### config.mk
export PLATFORM = sky130hd
export DESIGN_NAME = tsp_run_ctrl
export DESIGN_NICKNAME = d
export VERILOG_FILES = /design/src/rtl/tsp_ctrl_pkg.sv /design/src/rtl/tsp_run_ctrl_sync2.sv /design/src/rtl/tsp_run_ctrl.sv
export SDC_FILE = /design/constraint.sdc
export NUM_CORES = 1
export LEC_CHECK = 0
export CORE_UTILIZATION = 40
export CTS_BUF_LIST = sky130_fd_sc_hd__clkbuf_4 sky130_fd_sc_hd__clkbuf_8
export DETAILED_ROUTE_END_ITERATION = 16
export HOLD_SLACK_MARGIN = 0.06
export SLEW_MARGIN = 20
export SYNTH_ARGS = -nofsm -noshare
export SYNTH_HDL_FRONTEND = slang
export SYNTH_HIERARCHICAL = 1
export SYNTH_SLANG_ARGS = --single-unit
### constraint.sdc
create_clock -name clk -period 5.8 [get_ports clk]
set_clock_uncertainty 0.2 [all_clocks]
set_input_delay 1.16 -clock clk [delete_from_list [all_inputs] [get_ports clk]]
set_output_delay 1.16 -clock clk [all_outputs]
set_load 0.03 [all_outputs]
### src/rtl/tsp_ctrl_pkg.sv
// -----------------------------------------------------------------------------
// tsp_ctrl_pkg
// Shared types and constants for the TSP run controller:
//   state_t  - run-controller FSM states
//   LED_*    - bit positions inside the LEDR status vector
// -----------------------------------------------------------------------------
package tsp_ctrl_pkg;

  typedef enum logic [2:0] {
    IDLE  = 3'd0,
    START = 3'd1,
    RUN   = 3'd2,
    DONE  = 3'd3,
    ABORT = 3'd4
  } state_t;

  localparam int LED_RUN = 0;  // START or RUN
  localparam int LED_FIN = 1;  // DONE
  localparam int LED_TO  = 2;  // sticky watchdog timeout
  localparam int LED_IMP = 3;  // toggles on every best-cost improvement

endpackage

### src/rtl/tsp_run_ctrl_sync2.sv
// -----------------------------------------------------------------------------
// sync2
// Two-flop synchronizer for a bus of quasi-static signals (switches).
// Ports:
//   clk   - destination clock
//   rst_n - asynchronous active-low reset, both stages clear to 0
//   d     - asynchronous input bus
//   q     - synchronized output bus
// -----------------------------------------------------------------------------
module sync2 #(
  parameter int WIDTH = 1
) (
  input  logic             clk,
  input  logic             rst_n,
  input  logic [WIDTH-1:0] d,
  output logic [WIDTH-1:0] q
);

  logic [WIDTH-1:0] meta;

  // Two back-to-back flops; only q is consumed downstream.
  always_ff @(posedge clk or negedge rst_n) begin
    if (!rst_n) begin
      meta <= {WIDTH{1'b0}};
      q    <= {WIDTH{1'b0}};
    end else begin
      meta <= d;
      q    <= meta;
    end
  end

endmodule

### src/rtl/tsp_run_ctrl.sv
// -----------------------------------------------------------------------------
// tsp_run_ctrl
// Run controller for the TSP solver core. Starts the core once per iteration
// for MAX_ITER iterations, keeps the best tour cost, aborts on a hung core
// (watchdog) or on an instance-switch change, and drives LEDR status.
// Ports:
//   clk, rst    - clock, asynchronous active-low reset
//   SW          - instance select (asynchronous, synchronized internally)
//   core_ready  - core idle / can accept a start
//   core_done   - one-cycle iteration-finished pulse, core_cost valid with it
//   core_start  - one-cycle start pulse to the core
//   core_inst   - instance latched for the current run
//   core_abort  - one-cycle abort pulse to the core
//   best_cost   - minimum cost of this run (all-ones = none yet)
//   iter_cnt    - completed iterations of this run
//   LEDR        - [0] running, [1] finished, [2] timeout, [3] improvement toggle
// -----------------------------------------------------------------------------
module tsp_run_ctrl
  import tsp_ctrl_pkg::*;
#(
  parameter int SW_W     = 2,
  parameter int COST_W   = 20,
  parameter int ITER_W   = 16,
  parameter int MAX_ITER = 1000,
  parameter int TO_W     = 16
) (
  input  logic              clk,
  input  logic              rst,
  input  logic [SW_W-1:0]   SW,
  input  logic              core_ready,
  input  logic              core_done,
  input  logic [COST_W-1:0] core_cost,
  output logic              core_start,
  output logic [SW_W-1:0]   core_inst,
  output logic              core_abort,
  output logic [COST_W-1:0] best_cost,
  output logic [ITER_W-1:0] iter_cnt,
  output logic [3:0]        LEDR
);

  localparam logic [ITER_W-1:0] MAX_ITER_V = ITER_W'(MAX_ITER);
  localparam logic [ITER_W-1:0] ITER_ONE   = {{(ITER_W-1){1'b0}}, 1'b1};
  localparam logic [TO_W-1:0]   WD_ONE     = {{(TO_W-1){1'b0}}, 1'b1};
  localparam logic [TO_W-1:0]   WD_MAX     = {TO_W{1'b1}};
  localparam logic [COST_W-1:0] COST_NONE  = {COST_W{1'b1}};

  logic [SW_W-1:0]   sw_s;
  state_t            state, state_nx;
  logic [TO_W-1:0]   wd, wd_nx, wd_inc;
  logic [ITER_W-1:0] iter_nx, iter_inc;
  logic [SW_W-1:0]   inst_nx;
  logic [COST_W-1:0] best_nx;
  logic              wait_rdy, wait_nx;    // counted done seen, waiting for core_ready
  logic              to_abort, to_abort_nx; // current ABORT was caused by the watchdog
  logic              led_to, led_to_nx;
  logic              led_imp, led_imp_nx;
  logic              sw_change;

  sync2 #(.WIDTH(SW_W)) u_sw_sync (
    .clk   (clk),
    .rst_n (rst),
    .d     (SW),
    .q     (sw_s)
  );

  assign sw_change = (sw_s != core_inst);
  assign wd_inc    = wd + WD_ONE;
  assign iter_inc  = iter_cnt + ITER_ONE;

  // Next-state and next-value logic for the FSM, counters and cost register.
  always_comb begin
    state_nx    = state;
    inst_nx     = core_inst;
    best_nx     = best_cost;
    iter_nx     = iter_cnt;
    wd_nx       = wd;
    wait_nx     = wait_rdy;
    to_abort_nx = to_abort;
    led_to_nx   = led_to;
    led_imp_nx  = led_imp;
    case (state)
      IDLE: begin
        if (core_ready) begin
          inst_nx   = sw_s;
          best_nx   = COST_NONE;
          iter_nx   = {ITER_W{1'b0}};
          led_to_nx = 1'b0;
          state_nx  = START;
        end else begin
          state_nx  = IDLE;
        end
      end
      START: begin
        wd_nx       = {TO_W{1'b0}};
        wait_nx     = 1'b0;
        to_abort_nx = 1'b0;
        state_nx    = RUN;
      end
      RUN: begin
        wd_nx = wd_inc;
        if (core_done) begin
          // The iteration is counted and its cost kept even if we abort now.
          iter_nx = iter_inc;
          wd_nx   = {TO_W{1'b0}};
          wait_nx = 1'b0;
          if (core_cost < best_cost) begin
            best_nx    = core_cost;
            led_imp_nx = ~led_imp;
          end else begin
            best_nx    = best_cost;
          end
          if (sw_change) begin
            state_nx = ABORT;
          end else if (iter_inc == MAX_ITER_V) begin
            state_nx = DONE;
          end else if (core_ready) begin
            state_nx = START;
          end else begin
            state_nx = RUN;
            wait_nx  = 1'b1;
          end
        end else if (sw_change) begin
          state_nx = ABORT;
        end else if (wd_inc == WD_MAX) begin
          // Expiry is judged on the incremented value so RUN lasts 2^TO_W-1 cycles.
          led_to_nx   = 1'b1;
          to_abort_nx = 1'b1;
          state_nx    = ABORT;
        end else if (wait_rdy && core_ready) begin
          state_nx = START;
        end else begin
          state_nx = RUN;
        end
      end
      ABORT: begin
        if (to_abort) begin
          state_nx = DONE;
        end else begin
          state_nx = IDLE;
        end
      end
      DONE: begin
        if (sw_change) begin
          state_nx = IDLE;
        end else begin
          state_nx = DONE;
        end
      end
      default: begin
        state_nx = IDLE;
      end
    endcase
  end

  // State, counter and result registers.
  always_ff @(posedge clk or negedge rst) begin
    if (!rst) begin
      state     <= IDLE;
      core_inst <= {SW_W{1'b0}};
      best_cost <= COST_NONE;
      iter_cnt  <= {ITER_W{1'b0}};
      wd        <= {TO_W{1'b0}};
      wait_rdy  <= 1'b0;
      to_abort  <= 1'b0;
      led_to    <= 1'b0;
      led_imp   <= 1'b0;
    end else begin
      state     <= state_nx;
      core_inst <= inst_nx;
      best_cost <= best_nx;
      iter_cnt  <= iter_nx;
      wd        <= wd_nx;
      wait_rdy  <= wait_nx;
      to_abort  <= to_abort_nx;
      led_to    <= led_to_nx;
      led_imp   <= led_imp_nx;
    end
  end

  // Pulses and status decoded from registered state only.
  always_comb begin
    core_start       = (state == START);
    core_abort       = (state == ABORT);
    LEDR             = 4'b0000;
    LEDR[LED_RUN]    = (state == START) || (state == RUN);
    LEDR[LED_FIN]    = (state == DONE);
    LEDR[LED_TO]     = led_to;
    LEDR[LED_IMP]    = led_imp;
  end

endmodule

# Word level (Yosys, flattened, before mapping)
# Index checks and enable logic that the tools add are counted.
[word_totals]
ff_bits = 65
out_inout_bits = 44
word_cells = 71
[classes]
addsub = 2
n_lt_le_gt_ge = 1
n_eq_ne = 13
mux = 31
n_bitwise = 1
n_reduce_logical = 12
[ops]
columns = ["cell", "n"]
rows = [
  ["one-hot mux 16 bit (2 select lines)", 2],
  ["2-to-1 mux 20 bit", 3],
  ["2-to-1 mux 16 bit", 3],
  ["one-hot mux 20 bit (2 select lines)", 1],
  ["adder 16 x 1 -> 16 bit (second input constant)", 2],
  ["less-than comparator 20 bit", 1],
  ["== test 16 x 10 -> 1 bit (second input constant)", 1],
  ["== test 16 bit (second input constant)", 1],
  ["one-hot mux 3 bit (5 select lines)", 1],
  ["2-to-1 mux 3 bit", 4],
  ["inequality test 2 bit (second input constant)", 6],
  ["2-to-1 mux 2 bit", 5],
  ["2-to-1 mux 1 bit", 9],
  ["AND reduction 4 bit", 2],
  ["== test 3 x 2 -> 1 bit (second input constant)", 2],
  ["one-hot mux 1 bit (2 select lines)", 3],
  ["AND reduction 3 bit", 2],
  ["AND reduction 5 bit", 1],
  ["AND reduction 2 bit", 2],
  ["nonzero test 2 bit", 2],
  ["== test 3 x 1 -> 1 bit (second input constant)", 1],
  ["== test 3 bit (second input constant)", 1],
  ["zero test 3 bit", 1],
  ["inequality test 2 bit", 1],
  ["other kinds (3)", 3],
]

# Logic depth before layout (Yosys ltp)
# Gate-level depths: netlist (run 1).
[depth]
word_depth = 6
ltp_mapped = 9
mapped_depth_nobuf = 8

# Modules after synthesis
# The synthesis (run 1) kept the hierarchy.
[by_module_without_submodules]
columns = ["mod", "n_inst", "cells_each", "area_per_inst_um2", "seq_area_each_um2"]
rows = [
  ["tsp_run_ctrl", 1, 460, 3976.3, 1551.5],
  ["sync2", 1, 4, 100.1, 100.1],
]

# Least setup slack after synthesis (run 1)
# OpenSTA, ideal clock, no wires.
[synth_timing]
path_kind = "input to register"
startpoint = "input core_cost[1]"
endpoint = "register best_cost[0]"
arrival_ps = 2785
slack_ps = 2740
cell_stages = 8
path_buffers = 1
path_cell_list = "ha_1 a21boi_0 o21a_1 o311ai_0 o211ai_1 a21oi_1 buf_2 mux2i_1"
[synth_between]
elab_chain_len = 3
[synth_rtl]
columns = ["item", "line_no", "source"]
rows = [
  ["start: declaration", "tsp_run_ctrl.sv:32", "input logic [COST_W-1:0] core_cost,"],
  ["less-than comparator 20 bit", "tsp_run_ctrl.sv:106", "if (core_cost < best_cost) begin"],
  ["inequality test 2 bit (no source line)", "n/a", ""],
  ["AND reduction 4 bit (no source line)", "n/a", ""],
  ["end signal: assignment", "tsp_run_ctrl.sv:170", "best_cost <= best_nx;"],
  ["end: declaration", "tsp_run_ctrl.sv:36", "output logic [COST_W-1:0] best_cost,"],
]
# Every way passes these cells.
# A chain may end at the register's enable or synchronous reset.

# Final worst setup path (run 1)
[layout_timing]
startpoint = "input core_done"
endpoint = "register best_cost[10]"
[layout_between]
elab_chain_len = 2
[layout_rtl]
columns = ["item", "line_no", "source"]
rows = [
  ["start: declaration", "tsp_run_ctrl.sv:31", "input logic core_done,"],
  ["inequality test 2 bit (no source line)", "n/a", ""],
  ["AND reduction 4 bit (no source line)", "n/a", ""],
]
# Every way passes these cells.

==> results of run 1 <==
==> cell usage after synthesis (all sizes together), types with 2 or more instances <==
cell type   n
dfstp      20
a211oi      2
a32o        2
a21oi      17
nand3      14
nor2       52
or3         2
a31oi       7
nor3        7
and2        4
and3        5
inv        46
dfrtp      45
nand4      13
ha         23
o22ai       2
mux2i      20
o211ai      3
nand2      41
o31ai       6
nor4        6
nand3b      5
nor4b       2
xor2        6
a21o        8
buf         8
clkbuf     11
or4b        2
o41ai       5
nand2b      5
xnor2       6
o21ai      49
nor3b       4
o21a        4
==> layer usage <==
layer | track usage, % | vias up | share of wire (%)
li1 | - | 1761 | -
met1 | 28.2 | 1668 | 52
met2 | 27.8 | 99 | 42
met3 | 4.34 | 10 | 5.1
met4 | 5.20 | 0 | 1.3
met5 | 0 | - | 0
==> worst paths after layout <==
path / start / end / cells past startpoint
max in group asynchronous: rst / state[2] / 2
min in group asynchronous: rst / iter_cnt[4] / 2
worst min register to register: u_sw_sync/meta[0] / u_sw_sync/q[0] / 0
worst max register to register: state[1] / best_cost[10] / 7
worst min-delay path: u_sw_sync/meta[0] / u_sw_sync/q[0] / 0
worst max-delay path: core_done / best_cost[10] / 7
==> worst max-delay path: stages <==
cell and delay, ps:
clkdlybuf4s50_1 520, nand2_1 480, a211oi_1 440, o211ai_1 150, a21oi_2 390, buf_4 360, mux2i_1 230
==> cell families (layout without fill, tap and decap cells) <==
family,count (synthesis),after routing,share of synthesized area [%]
and+or+nand+nor,166,166,21.0
AOI/OAI and AO/OA,112,112,16.9
DFF,65,65,40.5
buffers and inverters,65,134,6.75
adders and majority gates,23,23,7.06
muxes,21,21,5.19
xor gates and xnor gates,12,12,2.58
==> power by group <==
group | leakage (nW) | switching (W) | internal [W]
Clock | 0.124 | 0.000171 | 0.000287
Sequential | 0.823 | 0.0000702 | 0.000548
Combinational | 1.41 | 0.000391 | 0.000246
Total | 2.36 | 0.000632 | 0.00108
==> area by class of cell <==
| class | count | area share (%) |
|---|---|---|
| Tap cell | 133 | 3.26 |
| Clock inverter | 2 | 1.18 |
| Timing Repair Buffer | 72 | 13.9 |
| Multi-Input combinational cell | 334 | 42.4 |
| Clock buffer | 14 | 3.53 |
| Inverter | 46 | 3.39 |
| Sequential cell | 65 | 32.4 |
==> sequential cells by signal, indices dropped and copies added (netlist names), 2 cells and up <==
register / count
core_inst: 2
wd: 16
iter_cnt: 16
state: 3
u_sw_sync/q: 2
best_cost: 20
u_sw_sync/meta: 2
==> per-stage QoR <==
stage	power, W	hold WS [ps]	area (um^2)	utilization [%]	instances
2_1_floorplan	0.00102	131	4080	-	464
3_3_place_gp	0.00125	138	4860	49.5	650
3_5_place_dp	0.00127	145	4860	49.5	650
4_1_cts	0.00173	152	5100	51.9	666
5_1_grt	0.00182	172	5100	51.9	666
6_report	0.00171	152	5100	51.9	666
==> placed cells by master, fill, tap and decap left out, types with 6 or more instances in the layout <==
cell type,synthesis,layout
a21oi_1,17,16
mux2i_1,20,20
nand3_1,14,14
o31ai_1,6,6
inv_1,46,46
dfrtp_1,45,45
dfstp_2,20,20
nor2_1,52,52
o21ai_0,48,48
nand2_1,41,41
xnor2_1,6,6
a31oi_1,7,7
ha_1,23,23
a21o_1,8,8
clkbuf_8,0,12
clkdlybuf4s50_1,0,68
xor2_1,6,6
nand4_1,11,11
==> metrics.csv, run 1 <==
stage;metric;value;unit
synth;number of flops mapped to enable cells by yosys;0;
run;count of maximum capacitance violations;0;
synth;sequential cell area fraction in the yosys report;40.5;%
cells_and_area;Fillers;936;
clock_network;source-to-sink clock delay at the later pin of the worst-skew pair;340;ps
clock_network;Clk pin slew, worst setup/hold paths;70;ps
global_routing;via count of the first global-routing pass;3233;
power_and_ir_drop;Max rail drop VDD;0.000156;V
global_routing;initial antenna violation count;0;
detailed_routing;DR DRC count;0;
cells_and_area;count of antenna diodes in the layout;0;
cells_and_area;number of nets in the finished design;577;
synth;post-synth net total;513;
timing;Final TNS setup;0;ps
detailed_routing;via count normalized by instance count;5.31;
power_and_ir_drop;Power Dens Cells;336;mW/mm^2
timing;Fmax;270;MHz
worst_setup_path;Worst Setup Start Kind;input pin;
hold_path;path category of the worst min-delay check;reg2reg;
timing;setup repair after global routing missed its margin;false;
timing;number of pins exceeding their max-slew limit in the final report;0;
clock_network;maximum level of the CTS H-tree;3;
floorplan;floorplan die height;103;um
timing;Setup-failing EPs final;0;
synth;count of distinct cell types in the synthesized netlist;55;
worst_setup_path;required time of the worst setup path;5860;ps
cells_and_area;FF+latch area;0.00165;mm^2
timing;portion of the clock cycle consumed by the worst path in the final layout;63.8;%
synth;area share of the largest cell type after synthesis;27.6;%
synth;cell type contributing the most total cell area after synthesis;dfrtp_1;
synth;Gate Count Post-Synth;464;
synth;Top FF cell, synth;dfrtp_1;
clock_network;sink count of the clock tree;65;
floorplan;num rows;36;
synth;warnings from Yosys;6;
clock_network;number of buffers added for setup after CTS;0;
clock_network;number of CTS-inserted buffers;9;
timing;Least-Margin Pin Slew;923;ps
timing;post-route minimum period;3700;ps
worst_setup_path;path type of the worst setup path;in2reg;
placed_design;RD Place Congestion;0.833;
global_routing;Total GRT Usage;19.1;%
detailed_routing;number of optimization iterations in the first detailed-route pass;4;
floorplan;Core ar.;0.00982;mm^2
worst_setup_path;sort of element at the end of the critical path;flip-flop;
placed_design;IO Port Bufs;69;
floorplan;I/O pin count;70;
worst_setup_path;data arrival time of the critical path;3760;ps
timing;fin worst setup slack;2100;ps
run_status;run status;finished, final reports clean;
floorplan;total die area;0.0106;mm^2
cells_and_area;proportion of layout cells with a drive suffix above 1;9.38;%
clock_network;Clock Tree Buf Depth;2;
global_routing;first-pass GRT wire length;15600;um
clock_network;number of resized instances in the post-cts repair step;0;
global_routing;total gr overflow;0;
clock_network;CTS tree;done;
floorplan;Initial Util;41.5;%
detailed_routing;post-route antenna net violation count;0;
detailed_routing;vias;3538;
cells_and_area;area of the multi-input gates;0.00216;mm^2
detailed_routing;number of DRC markers after the initial detailed-route iteration;167;
worst_setup_path;critical-path maximum fanout;23;
placed_design;placed wire-length estimate after detailed placement;6630;um
detailed_routing;Post-Route WL;9640;um
synth;post-synth design cell area;0.00408;mm^2
synth;Async S/R FF share, synth;100;%
clock_network;total of hold buffers inserted after clock tree synthesis;0;
timing;Slew HR;38.5;%
cells_and_area;area overhead of the layout relative to synthesis;25.1;%
synth;Avg Inst Size Synth;8.79;um^2
timing;Hold Fails Final Rpt;0;
synth;flops & latches, synth;65;
floorplan;die boundary width;103;um
worst_setup_path;register-to-register setup slack;2330;ps
clock_network;clock tree root driver cell;clkbuf_8;
placed_design;pre-CTS setup slack;1720;ps
detailed_routing;Avg WL per Cell;14.5;um
synth;largest cells by area after synthesis;dfrtp_1 (28%), dfstp_2 (13%), ha_1 (7.1%), o21ai_0 (5.9%), mux2i_1 (4.9%);
global_routing;pin count of the biggest net entering global routing;66;
power_and_ir_drop;leakage power summed over all cells;2.36;nW
Power figures use the tool's default switching activity.
==> run 2: changes to the inputs <==
==> constraint.sdc (replaced) <==
create_clock -name clk -period 3.55 [get_ports clk]
set_clock_uncertainty 0.2 [all_clocks]
set_input_delay 0.71 -clock clk [delete_from_list [all_inputs] [get_ports clk]]
set_output_delay 0.71 -clock clk [all_outputs]
set_load 0.03 [all_outputs]
==> run 2 against run 1 <==
  * Critical endpoint is now LEDR[0]
  * Worst hold slack improved by 5.1 ps
  * Final cell count increased by 0.75%
  * Highest routed layer unchanged
  * Via count increased by 0.79%
  * Count of clock-buffer cells in the layout decreased by 5
  * Largest cell class unchanged
  * Critical path depth decreased by 3
  * Setup slack got worse by 1600 ps
  * Critical path type is now reg2out
  * Non-clock buffer count increased by 5
  * Power increased by 58%
==> metrics.csv, run 2 (synthesis results as in run 1) <==
stage;metric;value;unit
run_status;run status;finished, final reports clean;
worst_setup_path;sort of element at the end of the critical path;output port;
timing;portion of the clock cycle consumed by the worst path in the final layout;86.1;%
power_and_ir_drop;Power Dens Cells;530;mW/mm^2
global_routing;initial antenna violation count;0;
detailed_routing;Avg WL per Cell;14.6;um
cells_and_area;area overhead of the layout relative to synthesis;25.1;%
worst_setup_path;longest individual stage delay on the worst path;680;ps
detailed_routing;vias;3566;
floorplan;floorplan die height;103;um
global_routing;total gr overflow;0;
detailed_routing;via count normalized by instance count;5.31;
power_and_ir_drop;Cell Int Power;0.00164;W
worst_setup_path;required time of the worst setup path;2640;ps
power_and_ir_drop;sw power;0.00107;W
floorplan;num rows;36;
cells_and_area;post-route non-filler standard cell count;671;
clock_network;number of buffers added for setup after CTS;0;
floorplan;die boundary width;103;um
clock_network;total of hold buffers inserted after clock tree synthesis;0;
run;count of maximum capacitance violations;0;
placed_design;placed wire-length estimate after detailed placement;7010;um
timing;number of pins exceeding their max-slew limit in the final report;0;
clock_network;number of resized instances in the post-cts repair step;0;
timing;post-route minimum period;3060;ps
placed_design;IO Port Bufs;69;
worst_setup_path;data arrival time of the critical path;2150;ps
detailed_routing;post-route antenna net violation count;0;
timing;Final TNS setup;0;ps
global_routing;first-pass GRT wire length;16100;um
worst_setup_path;top cell family by delay on the critical path;buffers and inverters;
global_routing;Total GRT Usage;19.5;%
placed_design;placed cell area;0.00491;mm^2
clock_network;sink count of the clock tree;65;
cells_and_area;area of all placed cells without fillers;0.00510;mm^2
power_and_ir_drop;share of total power in sequential cells;37.2;%
cells_and_area;highest-count cells in the layout ignoring fill and taps;clkdlybuf4s50_1 (68), nor2_1 (52), o21ai_0 (48), inv_1 (46), dfrtp_1 (45);
clock_network;Clock Tree Buf Depth;2;
placed_design;placed insts;655;
timing;Slew HR;46.6;%
global_routing;pin count of the biggest net entering global routing;34;
clock_network;clock tree root driver cell;clkbuf_8;
floorplan;I/O pin count;70;
timing;setup repair after global routing missed its margin;false;
clock_network;maximum level of the CTS H-tree;3;
timing;Least-Margin Pin Slew;800;ps
detailed_routing;number of DRC markers after the initial detailed-route iteration;175;
timing;Hold Fails Final Rpt;0;
worst_setup_path;cell with the largest stage delay on the worst path;clkdlybuf4s50_1;
cells_and_area;biggest regs;best_cost x20, iter_cnt x16, wd x16;
worst_setup_path;path type of the worst setup path;reg2out;
cells_and_area;proportion of layout cells with a drive suffix above 1;10.2;%
worst_setup_path;Worst Setup Start Kind;flip-flop;
cells_and_area;number of flip-flops in the largest register;20;
global_routing;via count of the first global-routing pass;3335;
cells_and_area;most frequent standard cell in the layout excluding fill and tap cells;clkdlybuf4s50_1;
timing;Fmax;327;MHz
cells_and_area;Fillers;960;
worst_setup_path;Buf/Inv on CP;2;
placed_design;RD Place Congestion;0.795;
power_and_ir_drop;Gate power share;39.4;%
power_and_ir_drop;Clock power frac;23.4;%
floorplan;Initial Util;41.5;%
cells_and_area;Reg with most FFs;best_cost;
power_and_ir_drop;switching power share of the total;39.4;%
power_and_ir_drop;Max rail drop VDD;0.000287;V
clock_network;source-to-sink clock delay at the later pin of the worst-skew pair;340;ps
power_and_ir_drop;leakage power summed over all cells;2.36;nW
clock_network;number of CTS-inserted buffers;9;
cells_and_area;count of antenna diodes in the layout;0;
clock_network;CTS tree;done;
floorplan;total die area;0.0106;mm^2
worst_setup_path;critical-path cell list;xor2_1 > nand2b_1 > inv_1 > clkdlybuf4s50_1;
worst_setup_path;critical-path maximum fanout;16;
detailed_routing;DR DRC count;0;
timing;Setup-failing EPs final;0;
detailed_routing;Post-Route WL;9830;um
hold_path;path category of the worst min-delay check;reg2reg;
floorplan;Core ar.;0.00982;mm^2
clock_network;Clk pin slew, worst setup/hold paths;80;ps
cells_and_area;final core utilization;51.9;%
detailed_routing;number of optimization iterations in the first detailed-route pass;4;
cells_and_area;number of nets in the finished design;582;
run 2: cell types whose count changed in the layout (fill, tap and decap cells not counted), sizes merged:
cell and change:
clkinv +3, clkinvlp +2, clkbuf -5, buf +5
bufinv -1, inv +1
run 2: cell type report:
class                      instances  area [um^2]  share of cell area, %
inverter                          46          173                   3.38
timing repair buffer              77          758                   14.9
clock inverter                     7         68.8                   1.35
multi-input combinational        334         2160                   42.3
clock buffer                       9          124                   2.43
sequential                        65         1650                   32.4
tap                              133          166                   3.26
run 2: stage by stage:
stage / power, W / setup slack (ps) / hold slack [ps]
floorplan: 0.00167 / 836 / 131
global placement: 0.00207 / 485 / 132
detailed placement: 0.00210 / 384 / 149
CTS: 0.00274 / 465 / 161
global route: 0.00289 / 350 / 168
finish: 0.00270 / 493 / 157
run 2: metal layers:
layer	global-route usage, %	wire [um]
met5	0	0
met4	4.77	76
met2	30.9	4340
met3	4.07	492
met1	27.2	4920
run 2: worst paths after layout:
check	startpoint	end	slack (ps)	cells after the start
setup / recovery	state[0]	LEDR[0]	490	4
hold / removal	u_sw_sync/meta[0]	u_sw_sync/q[0]	160	0
setup reg to reg	iter_cnt[4]	state[1]	650	7
hold reg to reg	u_sw_sync/meta[0]	u_sw_sync/q[0]	160	0
max in group asynchronous	rst	best_cost[0]	2200	2
min in group asynchronous	rst	wd[6]	270	1
run 2: power groups by stage:
stage / registers, W / logic (W) / clock network [W]
5_1_grt: 0.00102 / 0.00117 / 0.000690
3_5_place_dp: 0.00102 / 0.00108 / 0
2_1_floorplan: 0.00116 / 0.000509 / 0
6_report: 0.00101 / 0.00107 / 0.000632
3_3_place_gp: 0.00102 / 0.00105 / 0
4_1_cts: 0.00101 / 0.00108 / 0.000655
